`config.mk`:
```
export PLATFORM = sky130hd
export DESIGN_NAME = dual_grant_decoder
export DESIGN_NICKNAME = d
export VERILOG_FILES = /design/src/rtl/dual_grant_decoder.sv
export SDC_FILE = /design/constraint.sdc
export NUM_CORES = 1
export LEC_CHECK = 0
export ABC_CLOCK_PERIOD_IN_PS = 5710
export CAP_MARGIN = 15
export CORE_ASPECT_RATIO = 0.75
export CORE_UTILIZATION = 57
export CTS_BUF_LIST = sky130_fd_sc_hd__clkbuf_8 sky130_fd_sc_hd__clkbuf_16
export DETAILED_ROUTE_END_ITERATION = 7
export PLACE_DENSITY_LB_ADDON = 0.1
export SLEW_MARGIN = 25
export SYNTH_ARGS = -nofsm -noshare
export SYNTH_HDL_FRONTEND = slang
export SYNTH_SLANG_ARGS = --single-unit
```
`constraint.sdc`:
```
create_clock -name i_clk -period 5.71 [get_ports i_clk]
set_input_delay 1.142 -clock i_clk [delete_from_list [all_inputs] [get_ports i_clk]]
set_output_delay 1.142 -clock i_clk [all_outputs]
set_load 0.1 [all_outputs]
```
`src/rtl/dual_grant_decoder.sv`:
```
// dual_grant_decoder: decodes up to two issue indices per cycle into grant pulses
// and keeps each granted slot busy for a programmable number of cycles.
module dual_grant_decoder #(
  parameter int REQ_N = 12,
  parameter int OUT_N = $clog2(REQ_N),
  parameter int LAT_W = 4
) (
  input  logic             i_clk,
  input  logic             i_rst_n,
  input  logic [OUT_N-1:0] i_data_1,
  input  logic             i_1_valid,
  input  logic [OUT_N-1:0] i_data_2,
  input  logic             i_2_valid,
  input  logic [LAT_W-1:0] i_lat,
  output logic [REQ_N-1:0] o_grant,
  output logic [REQ_N-1:0] o_busy,
  output logic [REQ_N-1:0] o_done,
  output logic [OUT_N:0]   o_busy_cnt,
  output logic             o_err
);
  logic [REQ_N-1:0] dec_1, dec_2, grant_n, busy_n, done_n;
  logic [LAT_W-1:0] cnt_q [REQ_N];
  logic [LAT_W-1:0] cnt_n [REQ_N];
  logic [LAT_W-1:0] lat;
  logic [OUT_N:0]   busy_cnt_n;
  logic             acc_1, acc_2, err_n;
  // Out-of-range indices decode to all-zero, which is what rejects them.
  always_comb begin
    for (int s = 0; s < REQ_N; s++) begin
      dec_1[s] = i_data_1 == OUT_N'(s);
      dec_2[s] = i_data_2 == OUT_N'(s);
    end
    lat = (i_lat == '0) ? LAT_W'(1) : i_lat;
    acc_1 = i_1_valid && |dec_1 && !(|(dec_1 & o_busy));
    acc_2 = i_2_valid && |dec_2 && !(|(dec_2 & o_busy)) && !(i_1_valid && i_data_2 == i_data_1);
    err_n = (i_1_valid && !acc_1) || (i_2_valid && !acc_2);
    grant_n = (acc_1 ? dec_1 : '0) | (acc_2 ? dec_2 : '0);
    busy_cnt_n = '0;
    for (int s = 0; s < REQ_N; s++) begin
      done_n[s] = o_busy[s] && cnt_q[s] == LAT_W'(1);
      busy_n[s] = grant_n[s] || (o_busy[s] && !done_n[s]);
      cnt_n[s] = grant_n[s] ? lat : done_n[s] ? '0 : o_busy[s] ? cnt_q[s] - LAT_W'(1) : cnt_q[s];
      busy_cnt_n = busy_cnt_n + (OUT_N+1)'(busy_n[s]);
    end
  end
  always_ff @(posedge i_clk or negedge i_rst_n)
    if (!i_rst_n) begin
      o_grant <= '0;
      o_busy <= '0;
      o_done <= '0;
      o_busy_cnt <= '0;
      o_err <= 1'b0;
      cnt_q <= '{default: '0};
    end else begin
      o_grant <= grant_n;
      o_busy <= busy_n;
      o_done <= done_n;
      o_busy_cnt <= busy_cnt_n;
      o_err <= err_n;
      cnt_q <= cnt_n;
    end
endmodule

```
==> summary.md <==
| Metric | Value |
|---|---|
| DRC Markers | `0` |
| Vias | `roughly 4300` |
| Clk buf depth | `2` |
| Number of DRC markers in iteration 0 | `approximately 300` |
| Clock share of power | `between 10% and 20%` |
| Post-Syn Area | `0.00543 sq mm` |
| Slew margin rel. | `between 30% and 40%` |
| Total grt overflow | `0` |
| Worst Setup Start Kind | `input port` |
| ANT cells | `0` |
| CTS Buf Count | `9` |
| Post-synth EDFFs | `0` |
| Leak | `~3.2 nW` |
| IO buf count | `56` |
| Vias in the first global route | `4314` |
| Minimum clock period | `5.54 ns` |
| Internal Pwr Total | `0.00224 W` |
| Clk_skew | `0.00428 ns` |
| Reg2reg path depth | `16` |
| Register area share after synthesis | `about two fifths` |
| Root Driver | `clkbuf_16` |
| Routed wire length | `13100 um` |
| Die Ht | `between 80 and 90 um` |
| Critical Path, Cell by Cell | `clkdlybuf4s50_1 > buf_4 > buf_4 > nand3_1 > nand2_1 > or4_4 > o31ai_4 > a21o_1 > fa_1 > fa_1 > fa_1 > inv_1 > fa_1 > inv_1 > ha_2 > inv_1 > fa_1 > xnor2_1` |
| Clk sink count | `a little under 90` |
| Largest net degree at the start of global routing | `60` |
| Worst skew pair latency | `between 0.3 and 0.4 ns` |
| Hold EP | `o_done[7]$_DFF_PN0_` |
| Syn nets | `595` |
| Pwr Density | `~630 mW/mm^2` |
| Max stage delay cell, worst path | `or4_4` |
| Final Hold Viols | `0` |
| Net Sw Frac | `47.2%` |
| Drt pass-1 iters | `5` |
| Actual slew at the worst max-slew pin | `between 0.9 and 1 ns` |
| H-tree levels | `3` |
| Initial core utilization | `59.3%` |
| First-pass GRT wire length | `between 20000 and 25000 um` |
| Clock-pin slew on the worst setup and hold paths | `roughly 0.060 ns` |
| FFs w/ async S/R, synth | `100%` |
| GR met1 Demand/Resource | `roughly two fifths` |
| Critical path data arrival time | `between 5 and 6 ns` |
| Setup violators final | `0` |
| Main synth FF type | `dfrtp_1` |
| Setup CP Type | `in2reg` |
| Commonest non-fill, non-tap cells in the layout | `89 x dfrtp_1, 52 x buf_4, 50 x inv_1, 50 x clkdlybuf4s50_1, 48 x nand2_1` |
| HP Start | `cnt_q[18]$_DFFE_PN0P_` |
| Rows | `30` |
| Synth warn | `0` |
| Peak supply drop | `roughly 0.00075 V` |
| R2R Path End | `o_busy_cnt[2]$_DFF_PN0_` |
| Cell family with most CP delay | `adder cells` |
| Die area | `between 0.009 and 0.01 sq mm` |
| Slew Viols, Final | `0` |
| Worst hold-check path type | `reg2reg` |
| Hold Path Stages | `1` |
| Placed inst area | `0.00640 sq mm` |
| Ports | `58` |
| Core area | `a little over 0.009 sq mm` |
| Syn Inst Count | `about 540` |
| CTS Hold Bufs | `0` |
| GR peak layer | `met2` |
| Synth unique cells | `68` |
| Critical path peak fanout | `11` |
| Initial antenna violation count | `0` |
| GR met2 Demand/Resource | `between 40% and 50%` |
| Dpl hpwl | `about 9500 um` |
| Final nets | `between 600 and 700` |
| Max Clock Freq | `180 MHz` |
| Switching power of the nets | `between 0.002 and 0.0025 W` |
| Comb pwr share | `between 50% and 60%` |
| Drt wl/cell | `16.9 um` |
| Design area | `about 0.0068 sq mm` |
| Worst Path Required | `5.94 ns` |
| Crit path buffers/inverters | `6` |
| Flop pwr share | `about 28%` |
| Share of cells above drive strength 1 | `between 10% and 20%` |
| Status | `finished, final reports clean` |
| Final core utilization | `between 70% and 80%` |
| MaxCap Viol Count | `0` |
| #FFs+latches synth | `between 80 and 90` |
| CP most frequent cell | `fa_1` |
| Post-synth top area cell | `dfrtp_1` |
| Reg-to-reg setup timing slack | `0.82 ns` |
| Area share of the largest cell type after synthesis | `about two fifths` |
| CTS tree | `yes` |
| M3 GR Usage | `roughly 4.9%` |
| GRT Total Usage | `28.4%` |
| Worst path max stage delay | `approximately 0.55 ns` |
| Via/cell ratio | `5.55` |
| Fill cell count | `just under 700` |
| Final Cycle Share | `97.1%` |
| Leading cell type in the layout, fill and taps excluded | `dfrtp_1` |
| CP endpoint kind | `flip-flop` |
| Die Wd | `between 100 and 150 um` |
| Top post-synthesis cells by area | `dfrtp_1 41%, ha_1 6.5%, mux2_2 4.1%` |
| Routability congestion estimate | `0.941` |
| Synthesized area per cell | `roughly 10 sq um` |
| Final antenna-violating net count | `0` |
| Area growth from synthesis to layout | `24.8%` |
| Fin Setup TNS | `0 ns` |
| RR Startpoint | `o_busy[1]$_DFF_PN0_` |
area by class of cell:
type / instances / area, sq um / share of cell area [%]
multi-input combinational: 384 / 2890 / 42.7
sequential: 89 / 2230 / 32.9
timing repair buffer: 110 / 987 / 14.6
clock buffer: 10 / 239 / 3.53
inverter: 49 / 184 / 2.71
tap: 128 / 160 / 2.36
clock inverter: 6 / 88.8 / 1.31
worst max path at each step:
stage,from,end,slack (ns),depth (start not counted)
final,i_data_2[0],o_busy_cnt[2]$_DFF_PN0_,0.17,18
after detailed placement,i_data_1[1],o_busy_cnt[2]$_DFF_PN0_,-0.27,18
after global routing,i_data_1[0],o_busy_cnt[2]$_DFF_PN0_,-0.003,18
after CTS,i_data_1[2],o_busy_cnt[2]$_DFF_PN0_,0.06,18
after global placement,i_data_2[1],o_busy_cnt[1]$_DFF_PN0_,-0.14,19
after floorplan,i_data_2[1],o_busy_cnt[2]$_DFF_PN0_,0.38,17
layer usage:
layer  part of all wire [%]  routed length [um]  vias up
met4                    1.4                 179        0
li1                       -                   -     2073
met2                     48                6230      108
met3                    5.8                 766       17
met1                     45                5930     2106
met5                      0                   0        -
worst register-to-register path: cells and delay by family (launching register included):
family / cells / cell delay [ns]
adders and majority gates: 6 / 2.56
and+or+nand+nor: 3 / 1.00
xor gates and xnor gates: 1 / 0.13
buffers and inverters: 3 / 0.19
DFF: 1 / 0.62
AOI/OAI and AO/OA: 3 / 0.28
flip-flops by register name, indices dropped and copies added, names as in the netlist:
register and count:
o_grant 12, o_done 12, o_busy 12, cnt_q 48, o_busy_cnt 4, o_err 1
cell usage after synthesis, types with 3 or more instances:
cell / n
a21o_1: 15
a21oi_1: 23
and2_1: 6
buf_2: 5
buf_4: 4
buf_6: 5
clkbuf_1: 7
dfrtp_1: 89
fa_1: 7
ha_1: 28
inv_1: 49
mux2_1: 4
mux2_2: 20
mux2_4: 6
mux2i_1: 17
nand2_1: 48
nand2b_1: 19
nand3_1: 9
nand3b_1: 3
nand4_1: 4
nand4b_1: 4
nor2_1: 25
nor2b_1: 20
nor3_1: 22
nor3b_1: 5
nor4_1: 5
o21ai_0: 29
o22ai_1: 5
o31ai_2: 3
or3_1: 12
xnor2_1: 5
power by group through the flow:
stage	registers (W)	logic [W]	clock network, W
detailed placement	0.00117	0.00237	0
finish	0.00117	0.00242	0.000646
floorplan	0.00157	0.00134	0
global placement	0.00116	0.00224	0
global route	0.00121	0.00266	0.000681
CTS	0.00117	0.00241	0.000659
timing repair:
item                       in CTS  in global routing
resized for setup               0                 13
setup endpoints to repair       0                  2
buffers inserted                0                  2
through the flow:
step | hold slack [ns] | power (W) | cells | worst slack (ns)
after floorplan | 0.455 | 0.00291 | 544 | 0.384
after global placement | 0.483 | 0.00340 | 758 | -0.139
after detailed placement | 0.488 | 0.00354 | 758 | -0.269
after CTS | 0.512 | 0.00423 | 774 | 0.0576
after global routing | 0.526 | 0.00454 | 776 | -0.00306
final | 0.512 | 0.00424 | 776 | 0.165
logic make-up (layout without fill, tap and decap cells):
logic type	Yosys count	after routing	share of synthesized area (%)
AOI/OAI and AO/OA	101	101	13.6
muxes	47	47	9.77
other	1	1	0.0691
buffers and inverters	71	175	6.01
xor gates and xnor gates	5	5	0.806
DFF	89	89	41.0
and+or+nand+nor	195	195	19.7
adders and majority gates	35	35	9.03
(Power assumes the default switching activity.)
